`src/rtl/m5_clk_rst_seq_if.sv`:
```
// Control/status bundle of the M5 clock-enable generator and reset sequencer.
// master drives requests and modes; slave is the sequencer itself.
interface m5_clk_rst_seq_if #(
    parameter int NUM_CE  = 2,
    parameter int NUM_RST = 4
);
    logic [NUM_RST-1:0] rst_req_i;
    logic               pause_i;
    logic               turbo_i;
    logic [NUM_CE-1:0]  ce_o;
    logic               sys_reset_n_o;
    logic               por_n_o;
    logic               busy_o;

    modport master (
        output rst_req_i, pause_i, turbo_i,
        input  ce_o, sys_reset_n_o, por_n_o, busy_o
    );

    modport slave (
        input  rst_req_i, pause_i, turbo_i,
        output ce_o, sys_reset_n_o, por_n_o, busy_o
    );
endinterface

```
`src/rtl/m5_clk_rst_seq.sv`:
```
// Power-of-two clock-enable generator with turbo/pause, plus a reset sequencer
// that stretches synchronised requests and releases them aligned to the CE phase.
module m5_clk_rst_seq #(
    parameter int                  NUM_CE   = 2,
    parameter logic [4*NUM_CE-1:0] CE_DIV   = {4'd3, 4'd2},
    parameter int                  MAX_DIV  = 3,
    parameter int                  NUM_RST  = 4,
    parameter int                  HOLD_CYC = 16,
    parameter int                  REF_CE   = 1
) (
    input  logic            clk_i,
    input  logic            reset_n_i,
    m5_clk_rst_seq_if.slave io
);
    localparam int            HW      = (HOLD_CYC > 0) ? $clog2(HOLD_CYC + 1) : 1;
    localparam logic [HW-1:0] HOLD_LD = HW'(HOLD_CYC);

    typedef enum logic [1:0] {POR, HOLD, ALIGN, RUN} state_t;

    state_t             r_state;
    logic [MAX_DIV-1:0] r_div_q;
    logic [NUM_CE-1:0]  r_ce;
    logic [NUM_CE-1:0]  w_ce_nxt;
    logic [NUM_RST-1:0] r_req_s1;
    logic [NUM_RST-1:0] r_req_s2;
    logic [HW-1:0]      r_hold_cnt;
    logic               r_sys_rst_n;
    logic               r_por_n;
    logic               r_busy;
    logic               w_any_req;
    logic               w_align_ok;

    // Channel fires when the low d_i bits of the divider are zero; d_i==0 gives an empty mask.
    for (genvar g = 0; g < NUM_CE; g++) begin : g_ce
        logic [3:0]       w_div_cfg;
        logic [3:0]       w_div_eff;
        logic [MAX_DIV:0] w_mask;

        assign w_div_cfg   = CE_DIV[4*g +: 4];
        assign w_div_eff   = (io.turbo_i && (w_div_cfg != 4'd0)) ? w_div_cfg - 4'd1 : w_div_cfg;
        assign w_mask      = ((MAX_DIV+1)'(1) << w_div_eff) - (MAX_DIV+1)'(1);
        assign w_ce_nxt[g] = ~io.pause_i & ((r_div_q & w_mask[MAX_DIV-1:0]) == '0);
    end

    assign w_any_req  = |r_req_s2;
    assign w_align_ok = (r_div_q == '0) && !io.pause_i;

    always_ff @(posedge clk_i or negedge reset_n_i) begin
        if (!reset_n_i) begin
            r_div_q  <= '0;
            r_ce     <= '0;
            r_req_s1 <= '0;
            r_req_s2 <= '0;
        end else begin
            if (!io.pause_i) begin
                r_div_q <= r_div_q + 1'b1;
            end
            r_ce     <= w_ce_nxt;
            r_req_s1 <= io.rst_req_i;
            r_req_s2 <= r_req_s1;
        end
    end

    // ALIGN->RUN coincides with div_q==0, so every enable pulses in the release clk.
    always_ff @(posedge clk_i or negedge reset_n_i) begin
        if (!reset_n_i) begin
            r_state     <= POR;
            r_hold_cnt  <= '0;
            r_sys_rst_n <= 1'b0;
            r_por_n     <= 1'b0;
            r_busy      <= 1'b1;
        end else begin
            case (r_state)
                POR: begin
                    r_state    <= HOLD;
                    r_hold_cnt <= HOLD_LD;
                end
                HOLD: begin
                    if (w_any_req) begin
                        r_hold_cnt <= HOLD_LD;
                    end else if (r_hold_cnt == '0) begin
                        r_state <= ALIGN;
                    end else if (r_ce[REF_CE]) begin
                        r_hold_cnt <= r_hold_cnt - 1'b1;
                    end
                end
                ALIGN: begin
                    if (w_any_req) begin
                        r_state    <= HOLD;
                        r_hold_cnt <= HOLD_LD;
                    end else if (w_align_ok) begin
                        r_state     <= RUN;
                        r_sys_rst_n <= 1'b1;
                        r_por_n     <= 1'b1;
                        r_busy      <= 1'b0;
                    end
                end
                RUN: begin
                    if (w_any_req) begin
                        r_state     <= HOLD;
                        r_hold_cnt  <= HOLD_LD;
                        r_sys_rst_n <= 1'b0;
                        r_busy      <= 1'b1;
                    end
                end
                default: begin
                    r_state <= POR;
                end
            endcase
        end
    end

    assign io.ce_o          = r_ce;
    assign io.sys_reset_n_o = r_sys_rst_n;
    assign io.por_n_o       = r_por_n;
    assign io.busy_o        = r_busy;
endmodule

```
`src/flat_wrapper.sv`:
```
// flat-port wrapper written by rule: the top's interface ports become plain ports
module m5_clk_rst_seq_flat 
#(
    parameter int                  NUM_CE   = 2,
    parameter logic [4*NUM_CE-1:0] CE_DIV   = {4'd3, 4'd2},
    parameter int                  MAX_DIV  = 3,
    parameter int                  NUM_RST  = 4,
    parameter int                  HOLD_CYC = 16,
    parameter int                  REF_CE   = 1
)
  (clk_i, reset_n_i, io_rst_req_i, io_pause_i, io_turbo_i, io_ce_o, io_sys_reset_n_o, io_por_n_o, io_busy_o);
  m5_clk_rst_seq_if #(.NUM_CE(NUM_CE), .NUM_RST(NUM_RST)) io_i ();
  input  logic clk_i;
  input  logic reset_n_i;
  input wire logic [$bits(io_i.rst_req_i)-1:0] io_rst_req_i;
  input wire logic [$bits(io_i.pause_i)-1:0] io_pause_i;
  input wire logic [$bits(io_i.turbo_i)-1:0] io_turbo_i;
  output wire logic [$bits(io_i.ce_o)-1:0] io_ce_o;
  output wire logic [$bits(io_i.sys_reset_n_o)-1:0] io_sys_reset_n_o;
  output wire logic [$bits(io_i.por_n_o)-1:0] io_por_n_o;
  output wire logic [$bits(io_i.busy_o)-1:0] io_busy_o;
  assign io_i.rst_req_i = io_rst_req_i;
  assign io_i.pause_i = io_pause_i;
  assign io_i.turbo_i = io_turbo_i;
  assign io_ce_o = io_i.ce_o;
  assign io_sys_reset_n_o = io_i.sys_reset_n_o;
  assign io_por_n_o = io_i.por_n_o;
  assign io_busy_o = io_i.busy_o;
  m5_clk_rst_seq #(.NUM_CE(NUM_CE), .CE_DIV(CE_DIV), .MAX_DIV(MAX_DIV), .NUM_RST(NUM_RST), .HOLD_CYC(HOLD_CYC), .REF_CE(REF_CE)) u_core (.clk_i(clk_i), .reset_n_i(reset_n_i), .io(io_i));
endmodule
```
`config.mk`:
```
export PLATFORM = sky130hd
export DESIGN_NAME = m5_clk_rst_seq_flat
export DESIGN_NICKNAME = d
export VERILOG_FILES = /design/src/rtl/m5_clk_rst_seq_if.sv /design/src/rtl/m5_clk_rst_seq.sv /design/src/flat_wrapper.sv
export SDC_FILE = /design/constraint.sdc
export NUM_CORES = 1
export LEC_CHECK = 0
export BUFFER_PORTS_ARGS = -buffer_cell sky130_fd_sc_hd__buf_2
export CORE_UTILIZATION = 45
export DETAILED_ROUTE_END_ITERATION = 10
export GPL_ROUTABILITY_DRIVEN = 0
export GPL_TIMING_DRIVEN = 0
export MAX_ROUTING_LAYER = met4
export SLEW_MARGIN = 20
export SYNTH_ARGS = -nofsm -noshare
export SYNTH_HDL_FRONTEND = slang
export SYNTH_SLANG_ARGS = --single-unit
```
`constraint.sdc`:
```
create_clock -name clk_i -period 3.62 [get_ports clk_i]
set_input_delay 0.724 -clock clk_i [delete_from_list [all_inputs] [get_ports clk_i]]
set_output_delay 0.724 -clock clk_i [all_outputs]
set_load 0.1 [all_outputs]
```
Word level (Yosys, flattened, before mapping)
Index checks and enable logic that the tools add are counted.
{ "op_classes": {"muxes": 21, "bitwise": 6, "addsub": 4, "shift": 2, "eq_ne": 12, "n_reduce_logical": 14} }
{ "ops": {"columns": ["operator", "count"], "rows": [
  ["$mux 5", 4],
  ["$pmux 5 s3", 1],
  ["$mux 2", 6],
  ["$logic_not 3->1", 3],
  ["$ne 2x1->1 const B", 4],
  ["$pmux 2 s4", 1],
  ["$reduce_and 4->1", 2],
  ["$shl 1x4->3 const A", 2],
  ["$mux 1", 7],
  ["$and 3x3->3", 2],
  ["$ne 3x1->1 const B", 2],
  ["$reduce_and 3->1", 2],
  ["$sub 3x2->3 const B", 2],
  ["$logic_not 5->1", 1],
  ["$sub 5x1->5 const B", 1],
  ["$eq 2x2->1 const B", 2],
  ["$ne 2x2->1 const B", 2],
  ["$pmux 1 s2", 2],
  ["$reduce_or 4->1", 1],
  ["$add 3x1->3 const B", 1],
  ["$ne 3x2->1 const B", 1],
  ["$and 1x1->1", 2],
  ["$eq 2x1->1 const B", 1],
  ["$logic_not 2->1", 1],
  ["5 further kinds", 6]
]} }
{ "word_totals": {"regBits": 23} }

Logic depth before layout (Yosys ltp)
Gate-level depths: netlist of the first run.
{ "logic_depth": {"depth_word": 6, "depth_mapped": 6, "ltp_nobuf": 6} }

Worst setup path before layout of the first run
OpenSTA, ideal clock, no wires.
{ "synth_path": {"path_type": "register to register", "start": "reg u_core.r_hold_cnt[0]", "end": "reg u_core.r_hold_cnt[1]", "synth_period_minus_slack_ps": 1918, "stages_incl_launch_ff": 6, "setup_slack_ps": 1702, "n_path_buf": 0, "t_arrival_ps": 1793, "path_cell_list": "dfrtp_1 > inv_1 > ha_1 > or4b_1 > a311o_1 > mux2_4"} }
{ "synth_via": {"elab_chain_len": 5, "elab_cells_between_ends": 8, "classes_between": "1 x add/sub; 1 x eq/ne; 4 x mux; 2 x reduce/logical"} }
{ "synth_rtl": {"columns": ["element", "line", "text"], "rows": [
  ["start: declaration", "m5_clk_rst_seq.sv:26", "logic [HW-1:0] r_hold_cnt;"],
  ["start signal: assignment", "m5_clk_rst_seq.sv:84", "r_hold_cnt <= r_hold_cnt - 1'b1;"],
  ["$sub 5x1->5", "m5_clk_rst_seq.sv:84", null],
  ["$mux 5", "m5_clk_rst_seq.sv:83", "end else if (r_ce[REF_CE]) begin"],
  ["$mux 5", "m5_clk_rst_seq.sv:81", "end else if (r_hold_cnt == '0) begin"],
  ["$mux 5", "m5_clk_rst_seq.sv:79", "if (w_any_req) begin"],
  ["$pmux 5 s3", "m5_clk_rst_seq.sv:73", "case (r_state)"]
]} }
Several ways; a longest one is shown, not always the timed one. The select of a mux whose other input is x is not followed.
A chain may end at the register's enable or synchronous reset.

Worst setup path in the final report of the first run
Ends and elaborated chain as after synthesis.

==> Implementation_results.wiki, run 1 <==
{| class="wikitable"
! Metric !! Value
|-
| Run status || finished, final reports clean
|-
| Standby leakage power || roughly 0.55 nW
|-
| Synthesized area per cell || 11.7 um2
|-
| Crit Path Max Fanout || 7
|-
| Tmin final || about 2100 ps
|-
| Maxcap violations || 0
|-
| Required time of the worst setup path || about 3800 ps
|-
| Port Buffers || 12
|-
| Max rail drop VDD || approximately 0.00053 V
|-
| Final design utilization || approximately 55%
|-
| Kind of path behind the tightest hold check || primary input to asynchronous set/reset pin
|-
| Gate Count Post-Synth || 86
|-
| Switch share || between 40% and 50%
|-
| Met1 Track Usage GR || 20.2%
|-
| Max Clk Rate || around 480 MHz
|-
| Clock tree from TritonCTS || built
|-
| Number of gates given a new drive strength after cts || 0
|-
| Core area || roughly 2000 um2
|-
| Count of hold buffers inserted by post-cts repair || 0
|-
| Pin count of the biggest net entering global routing || 24
|-
| Fill cell count || 188
|-
| Final Cycle Share || 57.2%
|-
| Met3 routing resource usage after global routing || approximately 1.9%
|-
| Via-per-instance ratio || around 5
|-
| Number of buffer and inverter stages on the critical path || 1
|-
| Clock-pin slew on the worst setup and hold paths || around 120 ps
|-
| Worst setup margin || between 1500 and 2000 ps
|-
| Category of the worst setup path launch point || flip-flop
|-
| Total placed cells including tap cells || 125
|-
| Via count of the first global-routing pass || just under 700
|-
| Worst max-slew margin expressed relative to the limit || approximately 58%
|-
| Kind of end point of the critical path || flip-flop
|-
| Detailed placement HPWL || between 1000 and 1500 um
|-
| Total of warnings raised by yosys || 0
|-
| H-tree depth || 1
|-
| Layer carrying the most global-route usage || met2
|-
| Synthesized flop and latch total || 23
|-
| Pint || 457 uW
|-
| Floorplan die width || between 40 and 50 um
|-
| Part of the total power dissipated in the clock network || approximately 14%
|-
| RSZ-0062 raised after global routing || false
|-
| Sequential fraction of the synthesis area || roughly 57%
|-
| Routed wirelength normalized by instance count || around 12 um
|-
| Die boundary height || around 49 um
|-
| Inserted Diodes || 0
|-
| Violation count after the first detailed-route iteration || 3
|-
| Number of buffers added by the clock tree synthesis step || 3
|-
| Number of nets in the layout || around 120
|-
| Detailed-routing iteration count for the pre-antenna-repair pass || 4
|-
| Worst Tran Pin Value || roughly 620 ps
|-
| Worst setup path class || flip-flop to flip-flop
|-
| Sequential share of power || between 40 and 50%
|-
| Congestion Overflow GR || 0
|-
| Distinct cell type count after synthesis || 27
|-
| Total setup buffers inserted after CTS || 0
|-
| Worst clock skew || ~6.1 ps
|-
| Final number of max-transition violations || 0
|-
| Start of the worst register-to-register path || u_core.r_hold_cnt[0]$_DFFE_PN0P_
|-
| Power density normalized to cell area || 702 nW/um2
|-
| Number of nets produced by synthesis || roughly 100
|-
| Slowest cell on the critical path || sky130_fd_sc_hd__or4b_1
|-
| Crit path arrival time || around 2300 ps
|-
| Root Buffer Master || sky130_fd_sc_hd__clkbuf_4
|-
| Launching element of the worst setup path || u_core.r_hold_cnt[0]$_DFFE_PN0P_
|-
| DRC Markers || 0
|-
| Combined global-route utilization of all metal layers || between 10% and 20%
|-
| Final-report setup violation count || 0
|-
| Worst slack after detailed placement || approximately 1500 ps
|-
| Portion of synthesized cell area occupied by the leading cell type || 54.5%
|-
| Die outline area || 2440 um2
|-
| TNS Setup || 0 ps
|-
| P&R area growth vs syn || 12.0%
|-
| Max Root-Sink Buffers || 2
|-
| Post-detailed-route count of antenna-violating nets || 0
|-
| Library cell with the largest summed area after synthesis || sky130_fd_sc_hd__dfrtp_1
|-
| Row cnt || 16
|-
| Cell breakdown of the critical path || inv_1 > ha_1 > or4b_1 > a311o_1 > mux2_4
|-
| Number of placed I/O pins || 13
|-
| Cell Count, Final, Fillers Out || ~130
|-
| Number of sinks on the clock net || 23
|-
| Top cells by area, synth || sky130_fd_sc_hd__dfrtp_1 55%, sky130_fd_sc_hd__ha_1 8.7%, sky130_fd_sc_hd__inv_1 3.3%
|-
| Final Hold Violating Endpoints || 0
|-
| Part of the power in combinational logic || 41.1%
|-
| Antenna violations before repair || 0
|-
| Met2 usage in global routing || between 20% and 30%
|-
| Vias || 646
|-
| Starting density of the core || between 40% and 50%
|-
| Final wirelength || ~1500 um
|-
| Insertion delay of the later-clocked pin in the worst-skew pair || approximately 300 ps
|-
| Fraction of final layout cells with drive strength greater than 1 || between 20% and 30%
|-
| Stage delay of the slowest cell on the critical path || around 470 ps
|-
| First-pass GRT wire length || about 2800 um
|-
| P_sw || ~340 uW
|-
| Cell family with most CP delay || simple AND/OR/NAND/NOR gates
|-
| Summed instance area of the synthesized netlist || around 1000 um2
|}
per-stage QoR:
step	hold slack (ps)	total power, mW	area, um2
after floorplan	331	0.625	1010
after global placement	332	0.677	1100
after detailed placement	335	0.689	1100
after CTS	365	0.808	1130
after global routing	369	0.859	1130
final	362	0.794	1130
power groups by stage:
stage | clock network (mW) | registers, mW | logic [mW]
floorplan | 0 | 0.475 | 0.151
global placement | 0 | 0.356 | 0.321
detailed placement | 0 | 0.359 | 0.330
CTS | 0.124 | 0.353 | 0.331
global route | 0.132 | 0.363 | 0.364
finish | 0.115 | 0.353 | 0.326
cells by family after synthesis:
group | synth area share (%)
mux | 5.70
buf+inv | 3.35
simple gates | 14.7
flops | 57.1
xor+xnor | 1.74
compound gates | 8.67
fa+ha+maj | 8.67
per-layer routing:
metal,vias to the layer above,share of wire (%),routed length [um]
li1,326,-,-
met5,-,0,0
met3,2,2.3,34
met4,0,0.81,12
met1,310,48,712
met2,8,49,724
layout make-up:
cell class | instances | area (um2) | share of cell area [%]
inverter | 9 | 33.8 | 2.99
multi-input combinational | 54 | 399 | 35.3
clock buffer | 3 | 22.5 | 1.99
timing repair buffer | 12 | 60.1 | 5.31
tap | 27 | 33.8 | 2.99
sequential | 23 | 577 | 51.0
clock inverter | 1 | 5.00 | 0.442
worst reg2reg max path: stages, from the launching register on:
cell and delay, ps:
sky130_fd_sc_hd__dfrtp_1 410, sky130_fd_sc_hd__inv_1 90, sky130_fd_sc_hd__ha_1 200, sky130_fd_sc_hd__or4b_1 470, sky130_fd_sc_hd__a311o_1 470, sky130_fd_sc_hd__mux2_4 320
state kept, by name, summed over array words and instances, names as in the netlist:
signal,cells
u_core.r_hold_cnt,5
u_core.io.sys_reset_n_o,1
u_core.io.busy_o,1
u_core.io.por_n_o,1
u_core.r_req_s1,4
u_core.io.ce_o,2
u_core.r_req_s2,4
u_core.r_div_q,3
u_core.r_state,2
Yosys cell counts (all sizes together):
master and number:
or3 1, nor2 7, xnor2 2, or3b 1, o21ai 5, mux2i 2
inv 9, nand2b 5, a311o 1, nor3b 2, nor4 1, or4b 1
or4 1, nand2 2, dfrtp 22, ha 7, dfstp 1, mux2 3
a21o 1, nor3 4, nand3 1, o2bb2ai 2, a21oi 4, a211oi 1
cell usage in the layout (no fill, tap or decap), types with 2 or more instances in the layout:
cell,count
sky130_fd_sc_hd__dfrtp_1,22
sky130_fd_sc_hd__buf_2,12
sky130_fd_sc_hd__inv_1,9
sky130_fd_sc_hd__nor2_1,7
sky130_fd_sc_hd__ha_1,7
sky130_fd_sc_hd__nand2b_1,5
sky130_fd_sc_hd__a21oi_1,4
sky130_fd_sc_hd__o21ai_0,4
sky130_fd_sc_hd__nor3_1,3
sky130_fd_sc_hd__clkbuf_4,3
sky130_fd_sc_hd__nand2_1,2
sky130_fd_sc_hd__o2bb2ai_1,2
sky130_fd_sc_hd__mux2_2,2
sky130_fd_sc_hd__mux2i_1,2
sky130_fd_sc_hd__nor3b_1,2
sky130_fd_sc_hd__xnor2_1,2
final timing paths:
check | to | slack (ps) | cells after the start
worst max register to register | u_core.r_hold_cnt[1]$_DFFE_PN0P_ | 1550 | 5
worst max-delay path | u_core.r_hold_cnt[1]$_DFFE_PN0P_ | 1550 | 5
worst min register to register | u_core.r_req_s2[1]$_DFF_PN0_ | 360 | 0
worst min-delay path | u_core.r_hold_cnt[3]$_DFFE_PN0P_ | 360 | 1
min in group clk_i | u_core.r_req_s2[1]$_DFF_PN0_ | 360 | 0
max in group asynchronous | u_core.io.busy_o$_DFFE_PN1P_ | 2890 | 1
Power figures use the tool's default switching activity.
==> run 2: changes to the inputs <==
==> constraint.sdc (replaced) <==
create_clock -name clk_i -period 2.05 [get_ports clk_i]
set_input_delay 0.41 -clock clk_i [delete_from_list [all_inputs] [get_ports clk_i]]
set_output_delay 0.41 -clock clk_i [all_outputs]
set_load 0.1 [all_outputs]
==> Implementation_results.wiki, run 2 (same netlist as run 1, synthesis figures left out) <==
{| class="wikitable"
! Metric !! Value
|-
| Inserted Diodes || 0 (unchanged)
|-
| Worst Tran Pin Value || 628 ps (+7.46 ps)
|-
| Stage delay of the slowest cell on the critical path || 460 ps (about the same)
|-
| Crit Path Max Fanout || 7 (unchanged)
|-
| Number of buffers added by the clock tree synthesis step || 3 (unchanged)
|-
| Number of flip-flops in the largest register || 5 (unchanged)
|-
| Die boundary height || 49.4 um (unchanged)
|-
| Max rail drop VDD || 0.000941 V (+77%)
|-
| Number of placed I/O pins || 13 (unchanged)
|-
| Post-detailed-route count of antenna-violating nets || 0 (unchanged)
|-
| Via-per-instance ratio || 4.97 (-0.77%)
|-
| Final-report setup violation count || 0 (unchanged)
|-
| Tmin final || 1970 ps (-97.3 ps)
|-
| DRC Markers || 0 (unchanged)
|-
| Max Clk Rate || 507 MHz (+4.9%)
|-
| P&R area growth vs syn || 14.5%
|-
| Detailed placement HPWL || 1100 um (unchanged)
|-
| Worst setup path class || flip-flop to flip-flop
|-
| Detailed-routing iteration count for the pre-antenna-repair pass || 4 (unchanged)
|-
| Final Hold Violating Endpoints || 0 (unchanged)
|-
| H-tree depth || 1 (unchanged)
|-
| Final wirelength || 1530 um (+3.4%)
|-
| Max Root-Sink Buffers || 2 (unchanged)
|-
| Commonest non-fill, non-tap cell in the layout || sky130_fd_sc_hd__dfrtp_1
|-
| Maxcap violations || 0 (unchanged)
|-
| TNS Setup || 0 ps (unchanged)
|-
| Instance area after placement || 1100 um2 (unchanged)
|-
| Floorplan die width || 49.4 um (unchanged)
|-
| Die outline area || 2440 um2 (unchanged)
|-
| Clock tree from TritonCTS || built
|-
| Routed wirelength normalized by instance count || 11.8 um (+2.6%)
|-
| Highest-count cells in the layout ignoring fill and taps || 22 x sky130_fd_sc_hd__dfrtp_1, 12 x sky130_fd_sc_hd__buf_2, 8 x sky130_fd_sc_hd__inv_1, 7 x sky130_fd_sc_hd__nor2_1, 6 x sky130_fd_sc_hd__ha_1
|-
| Vias || 646 (unchanged)
|-
| Cell family with most CP delay || simple AND/OR/NAND/NOR gates
|-
| Port Buffers || 12 (unchanged)
|-
| Top register by number of flip-flops || u_core.r_hold_cnt
|-
| Violation count after the first detailed-route iteration || 2 (-1)
|-
| Antenna violations before repair || 0 (unchanged)
|-
| Via count of the first global-routing pass || 672 (-0.30%)
|-
| Combined global-route utilization of all metal layers || 15.7% (unchanged)
|-
| Fill cell count || 185 (-1.6%)
|-
| Root Buffer Master || sky130_fd_sc_hd__clkbuf_4
|-
| Number of buffer and inverter stages on the critical path || 1 (unchanged)
|-
| Number of nets in the layout || 119 (+0.85%)
|-
| Power density normalized to cell area || 1220 nW/um2 (+74%)
|-
| Kind of path behind the tightest hold check || primary input to asynchronous set/reset pin
|-
| RSZ-0062 raised after global routing || false
|-
| Count of hold buffers inserted by post-cts repair || 0 (unchanged)
|-
| Cell breakdown of the critical path || inv_1 > ha_4 > or4b_4 > a311o_2 > mux2_4
|-
| Register-to-register setup slack || 80 ps (-1470 ps)
|-
| Standby leakage power || 0.559 nW (+1.7%)
|-
| Fraction of final layout cells with drive strength greater than 1 || 26.2% (+4.6 points)
|-
| Sequential cell area || 577 um2 (unchanged)
|-
| Category of the worst setup path launch point || flip-flop
|-
| Final number of max-transition violations || 0 (unchanged)
|-
| Area of the multi-input gates || 417 um2 (+4.4%)
|-
| Run status || finished, final reports clean
|-
| Slowest cell on the critical path || sky130_fd_sc_hd__or4b_4
|-
| Core area || 2040 um2 (unchanged)
|-
| First-pass GRT wire length || 2840 um (unchanged)
|-
| Insertion delay of the later-clocked pin in the worst-skew pair || 310 ps (about the same)
|-
| Worst max-slew margin expressed relative to the limit || 57.7% (-0.50 points)
|-
| Overall power || 1.41 mW (+78%)
|-
| Number of sinks on the clock net || 23 (unchanged)
|-
| Post-route cell area || 1160 um2 (+2.2%)
|-
| Required time of the worst setup path || 2260 ps (-1570 ps)
|-
| Starting density of the core || 49.4% (unchanged)
|-
| Row cnt || 16 (unchanged)
|-
| Top Registers || u_core.r_hold_cnt (5), u_core.r_req_s1 (4), u_core.r_req_s2 (4)
|-
| Kind of end point of the critical path || flip-flop
|-
| Congestion Overflow GR || 0 (unchanged)
|-
| Final Cycle Share || 96.2% (+39 points)
|-
| Pin count of the biggest net entering global routing || 24 (unchanged)
|-
| Crit path arrival time || 2180 ps (-90 ps)
|-
| Clock-pin slew on the worst setup and hold paths || 130 ps (about the same)
|-
| Worst clock skew || 6.48 ps (+0.389 ps)
|}
-- run 2: cell types whose count changed in the layout (fill, tap and decap cells not counted), sizes merged --
cell and delta:
buf +1
-- run 2: final timing paths --
check,to,startpoint,cells past startpoint
max,u_core.r_hold_cnt[1]$_DFFE_PN0P_,u_core.r_hold_cnt[1]$_DFFE_PN0P_,5
min,u_core.r_hold_cnt[3]$_DFFE_PN0P_,reset_n_i,1
max reg2reg,u_core.r_hold_cnt[1]$_DFFE_PN0P_,u_core.r_hold_cnt[1]$_DFFE_PN0P_,5
min reg2reg,u_core.r_req_s2[1]$_DFF_PN0_,u_core.r_req_s1[1]$_DFF_PN0_,0
max in group asynchronous,u_core.io.busy_o$_DFFE_PN1P_,reset_n_i,1
min in group clk_i,u_core.r_req_s1[2]$_DFF_PN0_,io_rst_req_i[2],1
-- run 2: metal layers --
layer	GRT usage, %	up-vias	routed length, um
li1	-	326	-
met1	20.2	310	757
met2	24.2	8	728
met3	1.87	2	35
met4	8.57	0	13
met5	-	-	0
-- run 2: final cells by class --
class | instances | share of cell area [%]
clock inverter | 1 | 0.433
clock buffer | 3 | 1.95
tap | 27 | 2.92
multi-input combinational | 54 | 36.0
inverter | 9 | 2.92
timing repair buffer | 13 | 5.84
sequential | 23 | 49.9
-- run 2: metrics by stage --
step	instances	setup WS (ps)	utilization, %	hold WS (ps)
floorplan	86	132	-	114
global placement	125	-3.44	54.0	332
detailed placement	125	-12.7	54.0	335
CTS	129	53.4	55.4	58.3
global route	130	1.12	56.6	87.6
finish	130	78.3	56.6	46.8
-- run 2: timing repair --
action,4_1_cts,5_1_grt
pin swaps,1,2
buffers inserted,0,1
gates resized for setup,0,5
endpoints found under the setup margin,1,4
-- run 2: power breakdown --
group          internal (mW)  leakage, nW  switching (mW)
combinational          0.187        0.260           0.397
sequential             0.552        0.281          0.0710
clock                 0.0728       0.0177           0.135
